## config.mk

```make
export PLATFORM = sky130hd
export DESIGN_NAME = seq_divide
export DESIGN_NICKNAME = d
export VERILOG_FILES = /design/src/rtl/seq_divide_pkg.sv /design/src/rtl/seq_divide_step.sv /design/src/rtl/seq_divide.sv
export SDC_FILE = /design/constraint.sdc
export NUM_CORES = 1
export LEC_CHECK = 0
export BUFFER_PORTS_ARGS = -buffer_cell sky130_fd_sc_hd__clkbuf_2
export CORE_ASPECT_RATIO = 1.75
export CORE_MARGIN = 10
export CORE_UTILIZATION = 43
export CTS_CLUSTER_DIAMETER = 100
export DETAILED_ROUTE_END_ITERATION = 12
export PLACE_DENSITY = 0.72
export SYNTH_ARGS = -nofsm -noshare
export SYNTH_HDL_FRONTEND = slang
export SYNTH_SLANG_ARGS = --single-unit
```

## constraint.sdc

```tcl
create_clock -name clk -period 2.9 [get_ports clk]
set_input_delay 0.87 -clock clk [delete_from_list [all_inputs] [get_ports clk]]
set_output_delay 0.87 -clock clk [all_outputs]
set_load 0.02 [all_outputs]
```

## src/rtl/seq_divide_pkg.sv

```systemverilog
// Shared definitions for the sequential divider family: FSM encoding and
// counter sizing helper.
package seq_divide_pkg;

    typedef enum logic [1:0] {
        StIdle = 2'd0,
        StCalc = 2'd1,
        StDone = 2'd2
    } state_e;

    // Bit counter must hold the value n itself, hence n+1 codes.
    function automatic int unsigned cnt_width(input int unsigned n);
        return $clog2(n + 1);
    endfunction

endpackage

```

## src/rtl/seq_divide_step.sv

```systemverilog
// One restoring-division step: shift the next numerator bit into the partial
// remainder and subtract the divisor if it fits.
module seq_divide_step #(
    parameter int unsigned DWidth = 4
) (
    input  logic [DWidth:0]   rem_i,
    input  logic              num_bit_i,
    input  logic [DWidth-1:0] divisor_i,
    output logic [DWidth:0]   rem_o,
    output logic              q_bit_o
);

    logic [DWidth+1:0] trial;

    always_comb begin
        trial   = {rem_i, num_bit_i};
        q_bit_o = (trial >= (DWidth + 2)'(divisor_i));
        // Partial remainder stays below the divisor, so the result fits DWidth+1 bits.
        rem_o   = q_bit_o ? (DWidth + 1)'(trial - (DWidth + 2)'(divisor_i))
                          : (DWidth + 1)'(trial);
    end

endmodule

```

## src/rtl/seq_divide.sv

```systemverilog
// Multi-cycle restoring unsigned divider, one quotient bit per clock, with
// valid/ready handshakes and divide-by-zero flagging.
module seq_divide
    import seq_divide_pkg::*;
#(
    parameter int unsigned N_WIDTH = 8,
    parameter int unsigned D_WIDTH = 4
) (
    input  logic               clk,
    input  logic               rst,
    input  logic               in_valid,
    output logic               in_ready,
    input  logic [N_WIDTH-1:0] numerator,
    input  logic [D_WIDTH-1:0] denominator,
    output logic               out_valid,
    input  logic               out_ready,
    output logic [N_WIDTH-1:0] quotient,
    output logic [D_WIDTH-1:0] remain,
    output logic               div_by_zero,
    output logic               busy
);

    localparam int unsigned CntW = cnt_width(N_WIDTH);

    state_e             state_q, state_d;
    logic [D_WIDTH:0]   rem_q, rem_d;
    logic [N_WIDTH-1:0] shq_q, shq_d;
    logic [D_WIDTH-1:0] div_q, div_d;
    logic [CntW-1:0]    cnt_q, cnt_d;
    logic [N_WIDTH-1:0] quot_q, quot_d;
    logic [D_WIDTH-1:0] rem_out_q, rem_out_d;
    logic               dbz_q, dbz_d;

    logic [D_WIDTH:0]   step_rem;
    logic               step_bit;
    logic [N_WIDTH-1:0] shq_next;

    seq_divide_step #(
        .DWidth(D_WIDTH)
    ) u_step (
        .rem_i    (rem_q),
        .num_bit_i(shq_q[N_WIDTH-1]),
        .divisor_i(div_q),
        .rem_o    (step_rem),
        .q_bit_o  (step_bit)
    );

    assign shq_next = {shq_q[N_WIDTH-2:0], step_bit};

    always_comb begin
        state_d   = state_q;
        rem_d     = rem_q;
        shq_d     = shq_q;
        div_d     = div_q;
        cnt_d     = cnt_q;
        quot_d    = quot_q;
        rem_out_d = rem_out_q;
        dbz_d     = dbz_q;

        unique case (state_q)
            StIdle: begin
                if (in_valid) begin
                    if (denominator == '0) begin
                        state_d   = StDone;
                        quot_d    = '1;
                        rem_out_d = '0;
                        dbz_d     = 1'b1;
                    end else begin
                        state_d = StCalc;
                        rem_d   = '0;
                        shq_d   = numerator;
                        div_d   = denominator;
                        cnt_d   = CntW'(N_WIDTH);
                    end
                end
            end
            StCalc: begin
                rem_d = step_rem;
                shq_d = shq_next;
                cnt_d = cnt_q - CntW'(1);
                // Last step: publish the result straight from the step outputs.
                if (cnt_q == CntW'(1)) begin
                    state_d   = StDone;
                    quot_d    = shq_next;
                    rem_out_d = step_rem[D_WIDTH-1:0];
                    dbz_d     = 1'b0;
                end
            end
            StDone: begin
                if (out_ready) begin
                    state_d = StIdle;
                end
            end
            default: state_d = StIdle;
        endcase
    end

    always_ff @(posedge clk) begin
        if (rst) begin
            state_q   <= StIdle;
            rem_q     <= '0;
            shq_q     <= '0;
            div_q     <= '0;
            cnt_q     <= '0;
            quot_q    <= '0;
            rem_out_q <= '0;
            dbz_q     <= 1'b0;
        end else begin
            state_q   <= state_d;
            rem_q     <= rem_d;
            shq_q     <= shq_d;
            div_q     <= div_d;
            cnt_q     <= cnt_d;
            quot_q    <= quot_d;
            rem_out_q <= rem_out_d;
            dbz_q     <= dbz_d;
        end
    end

    assign in_ready    = (state_q == StIdle);
    assign out_valid   = (state_q == StDone);
    assign busy        = (state_q != StIdle);
    assign quotient    = quot_q;
    assign remain      = rem_out_q;
    assign div_by_zero = dbz_q;

endmodule

```

-- Yosys cells after proc, flatten, opt, wreduce, memory -nomap -nowiden
Index checks and enable logic that the tools add are counted.
- word-level logic and storage cells: 55
- bits in registers: 36
- input port bits: 16
- bitwise gates (word level): 1
- $add $sub $neg: 2
- eq/ne operators: 8
- $lt $le $gt $ge: 1
- reductions and logical operators: 8
- multiplexer cells: 27
- operator list (operator ; count):
    $mux W8 ; 5
    $pmux W8 S2 ; 2
    $mux W4 ; 5
    $pmux W4 S2 ; 2
    $mux W5 ; 3
    $pmux W5 S2 ; 1
    $reduce_and A3 Y1 ; 3
    $mux W2 ; 4
    $ge A6 B4 Y1 ; 1
    $ne A2 B2 Y1 const B ; 3
    $pmux W2 S3 ; 1
    $sub A5 B4 Y5 ; 1
    $eq A4 B1 Y1 const B ; 1
    $logic_not A4 Y1 ; 1
    $ne A2 B1 Y1 const B ; 2
    $reduce_and A4 Y1 ; 1
    $reduce_bool A2 Y1 ; 2
    $sub A4 B1 Y4 const B ; 1
    $mux W1 ; 3
    $eq A2 B1 Y1 const B ; 1
    $eq A2 B2 Y1 const B ; 1
    $logic_not A2 Y1 ; 1
    $pmux W1 S2 ; 1
    $not A1 Y1 ; 1

-- Depth between registers and ports, before layout
Gate-level depths: netlist of the first run.
- depth after elaboration: 4
- mapped depth: 8
- gate-level depth less buffers: 8

-- Modules after synthesis
From an unflattened synthesis of the first run, not the netlist that was laid out.
- cells, all modules: 199
- area, all modules: 1833.0 sq um
- modules (own cells, without submodules) (module ; sequential area each (sq um) ; instances ; cells each ; area each (sq um)):
    seq_divide ; 720.7 ; 1 ; 170 ; 1599.0
    seq_divide_step ; 0.0 ; 1 ; 29 ; 234.0

-- Worst setup path before layout of the first run
Ideal clock, no wire load.
- path kind: register to register
- from: register shq_q[7]
- to: register rem_q[3]
- setup time: 0.079 ns
- data required time: 2.821 ns
- slack: 0.954 ns
- data arrival time: 1.866 ns
- stages on the path, launching flop included: 9
- buffers on the path: 0
- path through: dfxtp_1 inv_1 ha_1 fa_1 nand2b_1 a21oi_1 nor2_1 o31a_1 a211oi_2
- word-level cells in the longest chain between the ends: 3
- elaborated cells on any way between the ends: 4
- classes of those cells: add/sub: 1; order compare: 1; mux: 2
- ends and longest elaborated chain (what ; line ; text):
    start, declared ; seq_divide.sv:27 ; logic [N_WIDTH-1:0] shq_q, shq_d;
    start signal, assigned ; seq_divide.sv:111 ; shq_q <= shq_d;
    $sub A5 B4 Y5 or $ge A6 B4 Y1 (tied branches) ; seq_divide_step.sv:19, seq_divide_step.sv:17 ;
    $mux W5 * ; seq_divide_step.sv:19 ; rem_o = q_bit_o ? (DWidth + 1)'(trial - (DWidth + 2)'(divisor_i))
    $pmux W5 S2 * ; seq_divide.sv:60 ; unique case (state_q)
    end signal, assigned ; seq_divide.sv:110 ; rem_q <= rem_d;
    end, declared ; seq_divide.sv:26 ; logic [D_WIDTH:0] rem_q, rem_d;
Mark *: on every way between the ends. The rest lies on a longest branch, timed or not.
A chain may end at the register's enable or synchronous reset.

-- Worst setup path after layout of the first run
Ends and elaborated chain as after synthesis.

==> results.yml, run 1 <==
grt:
  grt-ovfl-total: 0
  grt_max_degree: 37
  antenna_found_initial: 0
  grt_pass1_wl_um: 7020
  track_usage_pct: 12.1
  grt_pass1_vias: 1545
logic_synthesis:
  ys_seq_area_share_pct: 40.8
  syn_area_per_cell_um2: 8.53
  yosys_warnings: 0
  synth_fp_nets: 230
  synth_top_area_share_pct: 40.8
  synth_commonest_cells: "nor2_1, dfxtp_1, nand2_1"
  ys_top_cells_by_area: "dfxtp_1, nor2_1, ha_1"
  synth_edf_count: 0
  synth_ff_type: "dfxtp_1"
  post_synth_num_cell_types: 45
  yosysMostFrequentCell: "nor2_1"
  async_reset_ff_share_pct: 0
  ys_ff_latch: 36
  synthCells: 207
  synth_area_um2: 1770
  synth_top_cell_by_area: "dfxtp_1"
power:
  p_leak_nw: 0.841
  p_total_w: 0.00134
  peakVddDrop_v: 0.000443
  power_density_nw_per_um2: 661
routing:
  wl_met3_um: 281
  m1WireLength_um: 1560
  wl_met2_um: 2130
  vias: 1545
  dr.max_layer_used: "met4"
  first_pass_iters: 4
  avgViaCountPerCell: 5.40
  drt_wl_total_um: 4160
  drc: 0
  drt_iter0_markers: 89
  postRouteAntennaNets: 0
  routedWlPerCell_um: 14.5
die:
  initial_core_util_pct: 44.8
  die_w_um: 68.4
  rows: 30
  dieArea_um2: 7170
  core_um2: 3940
  fp.dieH_um: 105
  io_pins: 32
critical_path:
  r2r_cells: 8
  r2r_slack_ns: 0.61
  end_kind: "register"
  r2r_start: "shq_q[7]"
  crit_path_start_kind: "register"
  cp_data_arrival_time_ns: 2.49
  cp_max_fo: 4
  crit_required_ns: 3.11
  startpoint: "shq_q[7]"
  crit_type: "register to register"
clock_network:
  ctsHtreeMaxLevel: 2
  numCtsBuffers: 5
  cts.sinks: 36
  ctsHoldBuffers: 0
  clockRootBuffer: "clkbuf_8"
  cts_resized: 0
  clock_latency_ns: 0.29
  cts_tree: "done"
  post-cts-setup-buffer-count: 0
  clock_path_buffers: 2
  clk_pin_slew_ns: 0.08
worst_hold_path:
  whs_path_depth: 2
  min-delay-start: "remain[2]"
  hold_class: "register to register"
place:
  dp_hpwl_um: 3150
  gp_congestion: 0.867
  io_buffers: 31
  placed_cells: 278
  placed_area_um2: 1940
timing:
  max_freq_mhz: 437
  period_share_pct: 78.8
  relSlewSlack_pct: 51.2
  report.final.setup_viol: 0
  rsz0062_at_grt: "no"
  worst_pin_slew_ns: 0.732
  slew_viol_final: 0
  finalClockSkew_ns: 0.00689
  period_needed_ns: 2.29
  tns_ns: 0
  hold_viol: 0
layout:
  fin_area_um2: 2030
  area_delta_synth_final_pct: 14.7
  utilization_pct: 51.4
  drive_gt1_share_pct: 23.1
  final_cells: 286
  nNetsFinal: 260
  n_fill_cell: 418
  antenna_cells: 0
flow_run:
  drv_cap: 0
run_status:
  status: "finished, final reports clean"
-- final cells by class --
type                       count  area (um2)  area share (%)
timing repair buffer          31         155            7.66
clock inverter                 3        18.8           0.926
tap                           48        60.1            2.96
multi-input combinational    152         961            47.4
clock buffer                   5        68.8            3.40
inverter                      11        41.3            2.04
sequential                    36         721            35.6
-- metal layers --
metal  global-route usage, %  up-vias
met1                    12.6      699
met4                    6.21        0
li1                        -      779
met2                    20.9       49
met5                       0        -
met3                    3.21       18
-- placed cells by master (no fill, tap or decap), drive strengths merged, types with 2 or more instances in the layout --
master and instances:
or3 3, a311oi 7, a21oi 12, nand3 5, nor3 11, mux2i 5, nor2b 2, o21ai 7
ha 6, nor2 45, clkinv 3, nand2b 3, nor3b 2, a211oi 6, a21o 2, clkbuf 36
inv 11, dfxtp 36, xnor2 3, a32oi 2, nand2 20, nor4 2
-- state kept, by name, summed over array words and instances (netlist names) --
signal,flops
quotient,8
shq_q,8
rem_q,5
cnt_q,4
div_q,4
remain,4
state_q,2
div_by_zero,1
-- critical path, stage by stage, from the launching register on --
cell	delay, ns
dfxtp_1	0.33
inv_1	0.08
ha_1	0.22
fa_1	0.40
nand2b_1	0.18
a21oi_1	0.30
nor2_1	0.12
o31a_1	0.35
a211oi_2	0.22
-- path summary, 6_finish.rpt --
kind	endpoint
worst max-delay path	rem_q[3]
worst min register to register	remain[2]
worst max register to register	rem_q[3]
worst min-delay path	remain[2]
-- where the power goes --
part / switching (W) / internal (W)
Combinational: 0.000240 / 0.000156
Clock: 0.000183 / 0.000167
Sequential: 0.0000457 / 0.000547
Total: 0.000469 / 0.000870
-- cell families after synthesis --
family	count (synthesis)	synth area share [%]
mux	5	2.83
xor+xnor	4	1.98
fa+ha+maj	7	5.39
flops	36	40.8
buf+inv	19	4.75
simple gates	95	26.1
compound gates	41	18.1
-- through the flow --
step | worst slack [ns] | hold slack, ns
final | 0.614 | 0.482
after global routing | 0.450 | 0.498
after CTS | 0.637 | 0.488
after detailed placement | 0.689 | 0.475
after global placement | 0.691 | 0.467
after floorplan | 0.954 | 0.446
(Power assumes the default switching activity.)
==> run 2: changes to the inputs <==
--- a/config.mk
+++ b/config.mk
@@ -11,7 +11,7 @@
 export CORE_UTILIZATION = 43
 export CTS_CLUSTER_DIAMETER = 100
 export DETAILED_ROUTE_END_ITERATION = 12
-export PLACE_DENSITY = 0.72
+export PLACE_DENSITY = 0.75
 export SYNTH_ARGS = -nofsm -noshare
 export SYNTH_HDL_FRONTEND = slang
 export SYNTH_SLANG_ARGS = --single-unit
==> constraint.sdc (replaced) <==
create_clock -name clk -period 1.9 [get_ports clk]
set_input_delay 0.57 -clock clk [delete_from_list [all_inputs] [get_ports clk]]
set_output_delay 0.57 -clock clk [all_outputs]
set_load 0.02 [all_outputs]
==> run 2 against run 1 <==
The flow now finishes with violations (setup timing). Global-route usage increased by 1.7 points. Sequential cell count stayed put. Cell area up 11%. Clock power is 68% higher. First-iteration DRC count is 20% higher. Sequential power rose by 53%. Worst setup slack lost 0.66 ns. Combinational power up 100%. Wire length is 18% higher. Sequential share of layout area shrank 3.4 points. Clock skew shrank 0.0037 ns. Critical path depth unchanged. Critical endpoint unchanged. Largest power group unchanged. Highest routed layer unchanged.
==> results.yml, run 2 (same netlist as run 1, synthesis figures left out) <==
run_status:
  status: "finished, violations left"
  violations: "setup timing"
timing:
  period_needed_ns: 1.94
  report.final.setup_viol: 1
  relSlewSlack_pct: 67.7
  period_share_pct: 102
  max_freq_mhz: 515
  worst_pin_slew_ns: 0.483
  fin_ws_ns: -0.0420
  slew_viol_final: 0
  rsz0062_at_grt: "yes"
  hold_viol: 0
  whs_ns: 0.490
  finalClockSkew_ns: 0.00318
critical_path:
  crit_type: "register to register"
  crit_required_ns: 2.11
  crit_buf_inv: 1
  crit_family: "compound AO/OA/AOI/OAI gates"
  end_kind: "register"
  crit_path_start_kind: "register"
  cp_max_fo: 3
  cp_slowest_cell: "fa_2"
  cp_data_arrival_time_ns: 2.15
  path_cells: "inv_2 > ha_4 > fa_2 > nand2b_4 > a21oi_4 > nor2_2 > o31a_1 > a211oi_2"
  cp_slowest_stage_delay_ns: 0.38
die:
  rows: 30
  initial_core_util_pct: 44.8
  fp.dieH_um: 105
  dieArea_um2: 7170
  core_um2: 3940
  die_w_um: 68.4
  io_pins: 32
routing:
  drt_iter0_markers: 107
  avgViaCountPerCell: 5.45
  drt_wl_total_um: 4910
  postRouteAntennaNets: 0
  vias: 1661
  routedWlPerCell_um: 16.1
  first_pass_iters: 4
  drc: 0
clock_network:
  numCtsBuffers: 5
  clock_latency_ns: 0.29
  clockRootBuffer: "clkbuf_8"
  cts.sinks: 36
  clock_path_buffers: 2
  ctsHtreeMaxLevel: 2
  ctsHoldBuffers: 0
  clk_pin_slew_ns: 0.07
  cts_tree: "done"
grt:
  track_usage_pct: 13.8
  use_met2_pct: 24.2
  grt_use_met1_pct: 13.9
  grt_pass1_vias: 1636
  grt-ovfl-total: 0
  grt_pass1_wl_um: 7780
  top_usage_layer: "met2"
  gr-usage-met3_pct: 3.32
  grt_max_degree: 19
  antenna_found_initial: 0
layout:
  antenna_cells: 0
  utilization_pct: 57.0
  n_fill_cell: 367
  layout_commonest_cell: "nor2_1"
  final_cell_mix: "nor2_1, dfxtp_1, clkbuf_2"
  regArea_um2: 722
  nNetsFinal: 280
  area_delta_synth_final_pct: 27.2
  drive_gt1_share_pct: 33.5
  multi_input_area_um2: 1020
worst_hold_path:
  hold_class: "register to register"
power:
  p_int_w: 0.00151
  p_comb_share_pct: 34.9
  pwr-share-seq_pct: 39.4
  p_sw_w: 0.000787
  peakVddDrop_v: 0.000526
  pwr-share-clk_pct: 25.7
  power_density_nw_per_um2: 1020
  swShare_pct: 34.3
  p_leak_nw: 0.947
flow_run:
  drv_cap: 0
place:
  io_buffers: 31
  dp_hpwl_um: 3680
  gp_congestion: 0.849
run 2: cell types whose count changed in the layout (fill, tap and decap cells not counted), moves of 2 or more:
cell | before | now
ha_1 | 6 | 4
clkbuf_8 | 5 | 7
o21ai_0 | 7 | 5
nor2_1 | 42 | 40
o21ai_2 | 0 | 2
buf_4 | 0 | 20
clkinv_2 | 2 | 0
nor2_2 | 1 | 3
run 2: power by group through the flow:
stage / clock, W / combinational [W] / sequential [W]
finish: 0.000591 / 0.000803 / 0.000905
global route: 0.000621 / 0.000883 / 0.000915
CTS: 0.000597 / 0.000731 / 0.000900
detailed placement: 0 / 0.000702 / 0.000916
global placement: 0 / 0.000691 / 0.000913
floorplan: 0 / 0.000452 / 0.000929
run 2: layout make-up:
| type | instances | area share (%) |
|---|---|---|
| repair buffers | 51 | 13.6 |
| multi-input cells | 152 | 45.5 |
| well taps | 48 | 2.67 |
| inverters | 11 | 1.84 |
| flip-flops and latches | 36 | 32.1 |
| clock buffers | 7 | 4.29 |
run 2: worst paths after layout:
path | from | end | slack [ns] | cells past startpoint
max | shq_q[7] | rem_q[3] | -0.04 | 8
min | remain[0] | remain[0] | 0.49 | 2
max reg2reg | shq_q[7] | rem_q[3] | -0.04 | 8
min reg2reg | remain[0] | remain[0] | 0.49 | 2
run 2: repair_timing:
action                                 CTS  global route
gates resized for setup                  4            12
buffers inserted                         0             2
pin swaps                                3             6
endpoints found under the hold margin    0             0
gates cloned                             0             0
setup endpoints to repair                7             9
run 2: worst reg2reg max path, cell delays in order, from the launching register on:
cell and delay, ns:
dfxtp_2 0.33, inv_2 0.05, ha_4 0.16, fa_2 0.38
nand2b_4 0.17, a21oi_4 0.16, nor2_2 0.06, o31a_1 0.32
a211oi_2 0.24
run 2: metrics by stage:
stage / instances / setup TNS [ns] / worst slack, ns / total power, W / instance area [um2]
global placement: 296 / -0.0387 / -0.0239 / 0.00160 / 2080
finish: 305 / -0.0420 / -0.0420 / 0.00230 / 2250
global route: 305 / -0.513 / -0.133 / 0.00242 / 2250
detailed placement: 296 / -0.280 / -0.102 / 0.00162 / 2080
floorplan: 207 / 0 / 0.00218 / 0.00138 / 1770
CTS: 303 / 0 / 0.00366 / 0.00223 / 2190
run 2: per-layer routing:
layer,share of wire (%),up-vias
met1,35,785
met5,0,-
li1,-,819
met2,57,40
met4,3.7,0
met3,4.3,17
==> run 3: changes to the inputs <==
--- a/config.mk
+++ b/config.mk
@@ -7,11 +7,11 @@
 export LEC_CHECK = 0
 export BUFFER_PORTS_ARGS = -buffer_cell sky130_fd_sc_hd__clkbuf_2
 export CORE_ASPECT_RATIO = 1.75
-export CORE_MARGIN = 10
+export CORE_MARGIN = 2
 export CORE_UTILIZATION = 43
 export CTS_CLUSTER_DIAMETER = 100
 export DETAILED_ROUTE_END_ITERATION = 12
-export PLACE_DENSITY = 0.75
+export PLACE_DENSITY = 0.72
 export SYNTH_ARGS = -nofsm -noshare
 export SYNTH_HDL_FRONTEND = slang
 export SYNTH_SLANG_ARGS = --single-unit
==> constraint.sdc (replaced) <==
create_clock -name clk -period 1.8 [get_ports clk]
set_input_delay 0.54 -clock clk [delete_from_list [all_inputs] [get_ports clk]]
set_output_delay 0.54 -clock clk [all_outputs]
set_load 0.02 [all_outputs]
==> run 3 against run 2 <==
Register-to-register slack worse by 0.02 ns. The run still ends with setup timing left. Clock power decreased by 8.5%. Cell count increased by 3.6%. Via count increased by 0.12%. Largest cell class unchanged. Critical endpoint is now rem_q[2].
==> results.yml, run 3 (same netlist as run 1, synthesis figures left out) <==
timing:
  rsz0062_at_grt: "yes"
  relSlewSlack_pct: 68.0
  hold_viol: 0
  period_share_pct: 103
  worst_pin_slew_ns: 0.480
  fin_ws_ns: -0.0615
  report.final.setup_viol: 5
  max_freq_mhz: 537
  slew_viol_final: 0
  period_needed_ns: 1.86
  tns_ns: -0.216
  finalClockSkew_ns: 0.00358
die:
  io_pins: 32
  rows: 30
  die_w_um: 52.4
  core_um2: 3900
  fp.dieH_um: 88.8
  initial_core_util_pct: 45.2
  dieArea_um2: 4650
critical_path:
  r2r_cells: 8
  crit_required_ns: 2.03
  cp_max_fo: 4
  cp_data_arrival_time_ns: 2.09
  crit_type: "register to register"
  crit_path_start_kind: "register"
  end_kind: "register"
place:
  gp_congestion: 0.815
  io_buffers: 31
  dp_hpwl_um: 3350
power:
  peakVddDrop_v: 0.000587
  p_leak_nw: 1.00
  power_density_nw_per_um2: 1010
layout:
  nNetsFinal: 291
  final_cell_mix: "nor2_1, dfxtp_1, clkbuf_2"
  drive_gt1_share_pct: 36.2
  utilization_pct: 60.1
  layout_commonest_cell: "nor2_1"
  n_fill_cell: 373
  antenna_cells: 0
  area_delta_synth_final_pct: 33.0
routing:
  routedWlPerCell_um: 13.7
  drt_wl_total_um: 4320
  drt_iter0_markers: 26
  first_pass_iters: 4
  vias: 1663
  drc: 0
  postRouteAntennaNets: 0
  avgViaCountPerCell: 5.26
run_status:
  violations: "setup timing"
  status: "finished, violations left"
grt:
  grt-ovfl-total: 0
  grt_pass1_wl_um: 7090
  track_usage_pct: 20.7
  antenna_found_initial: 0
  grt_max_degree: 37
  grt_pass1_vias: 1631
clock_network:
  clockRootBuffer: "clkbuf_8"
  cts.sinks: 36
  clock_latency_ns: 0.29
  clock_path_buffers: 2
  ctsHtreeMaxLevel: 2
  cts_tree: "done"
  clk_pin_slew_ns: 0.07
  numCtsBuffers: 5
flow_run:
  drv_cap: 0
worst_hold_path:
  whs_path_depth: 2
  hold_class: "register to register"
-- run 3: critical path, stage by stage (launching register included) --
cell and delay (ns):
dfxtp_2 0.33, inv_2 0.05, ha_4 0.16, fa_2 0.36
nand2b_4 0.17, a21oi_4 0.16, nor3_1 0.09, or3_1 0.34
a21oi_1 0.14
-- run 3: layout make-up --
cell class | count | area [um2] | share of cell area [%]
Tap cell | 48 | 60.1 | 2.56
Clock inverter | 1 | 5.00 | 0.213
Multi-Input combinational cell | 152 | 1030 | 44.0
Clock buffer | 6 | 72.6 | 3.09
Timing Repair Buffer | 62 | 413 | 17.6
Inverter | 11 | 41.3 | 1.76
Sequential cell | 36 | 722 | 30.8
-- run 3: stage by stage --
stage	hold slack [ns]	cells	area, um2	setup slack (ns)	power [W]
final	0.484	316	2350	-0.0615	0.00238
after CTS	0.490	315	2320	-0.0426	0.00236
after detailed placement	0.481	305	2200	-0.116	0.00177
after global placement	0.464	305	2200	-0.0503	0.00176
after floorplan	0.446	207	1800	-0.0113	0.00148
after global routing	0.496	316	2350	-0.127	0.00251
-- run 3: worst paths after layout --
check / start / to / slack [ns]
setup / recovery: shq_q[7] / rem_q[2] / -0.06
hold reg to reg: remain[1] / remain[1] / 0.48
setup reg to reg: shq_q[7] / rem_q[2] / -0.06
hold / removal: remain[1] / remain[1] / 0.48
-- run 3: power by group --
group | switching (W) | total [W] | internal [W]
Clock | 0.000278 | 0.000541 | 0.000263
Sequential | 0.0000662 | 0.000948 | 0.000882
Combinational | 0.000471 | 0.000893 | 0.000421
Total | 0.000816 | 0.00238 | 0.00157
-- run 3: routing by layer --
metal | vias to the layer above | track usage [%] | share of wire [%]
met1 | 773 | 20.6 | 37
met2 | 33 | 37.3 | 54
met3 | 16 | 3.72 | 2.8
li1 | 841 | - | -
met4 | 0 | 14.5 | 5.4
met5 | - | 0 | 0
-- run 3: timing repair --
action	CTS	global route
pin swaps	8	1
endpoints found under the setup margin	6	17
setup buffers	3	1
hold endpoints to repair	0	0
hold buffers	0	0
gates resized for setup	4	5
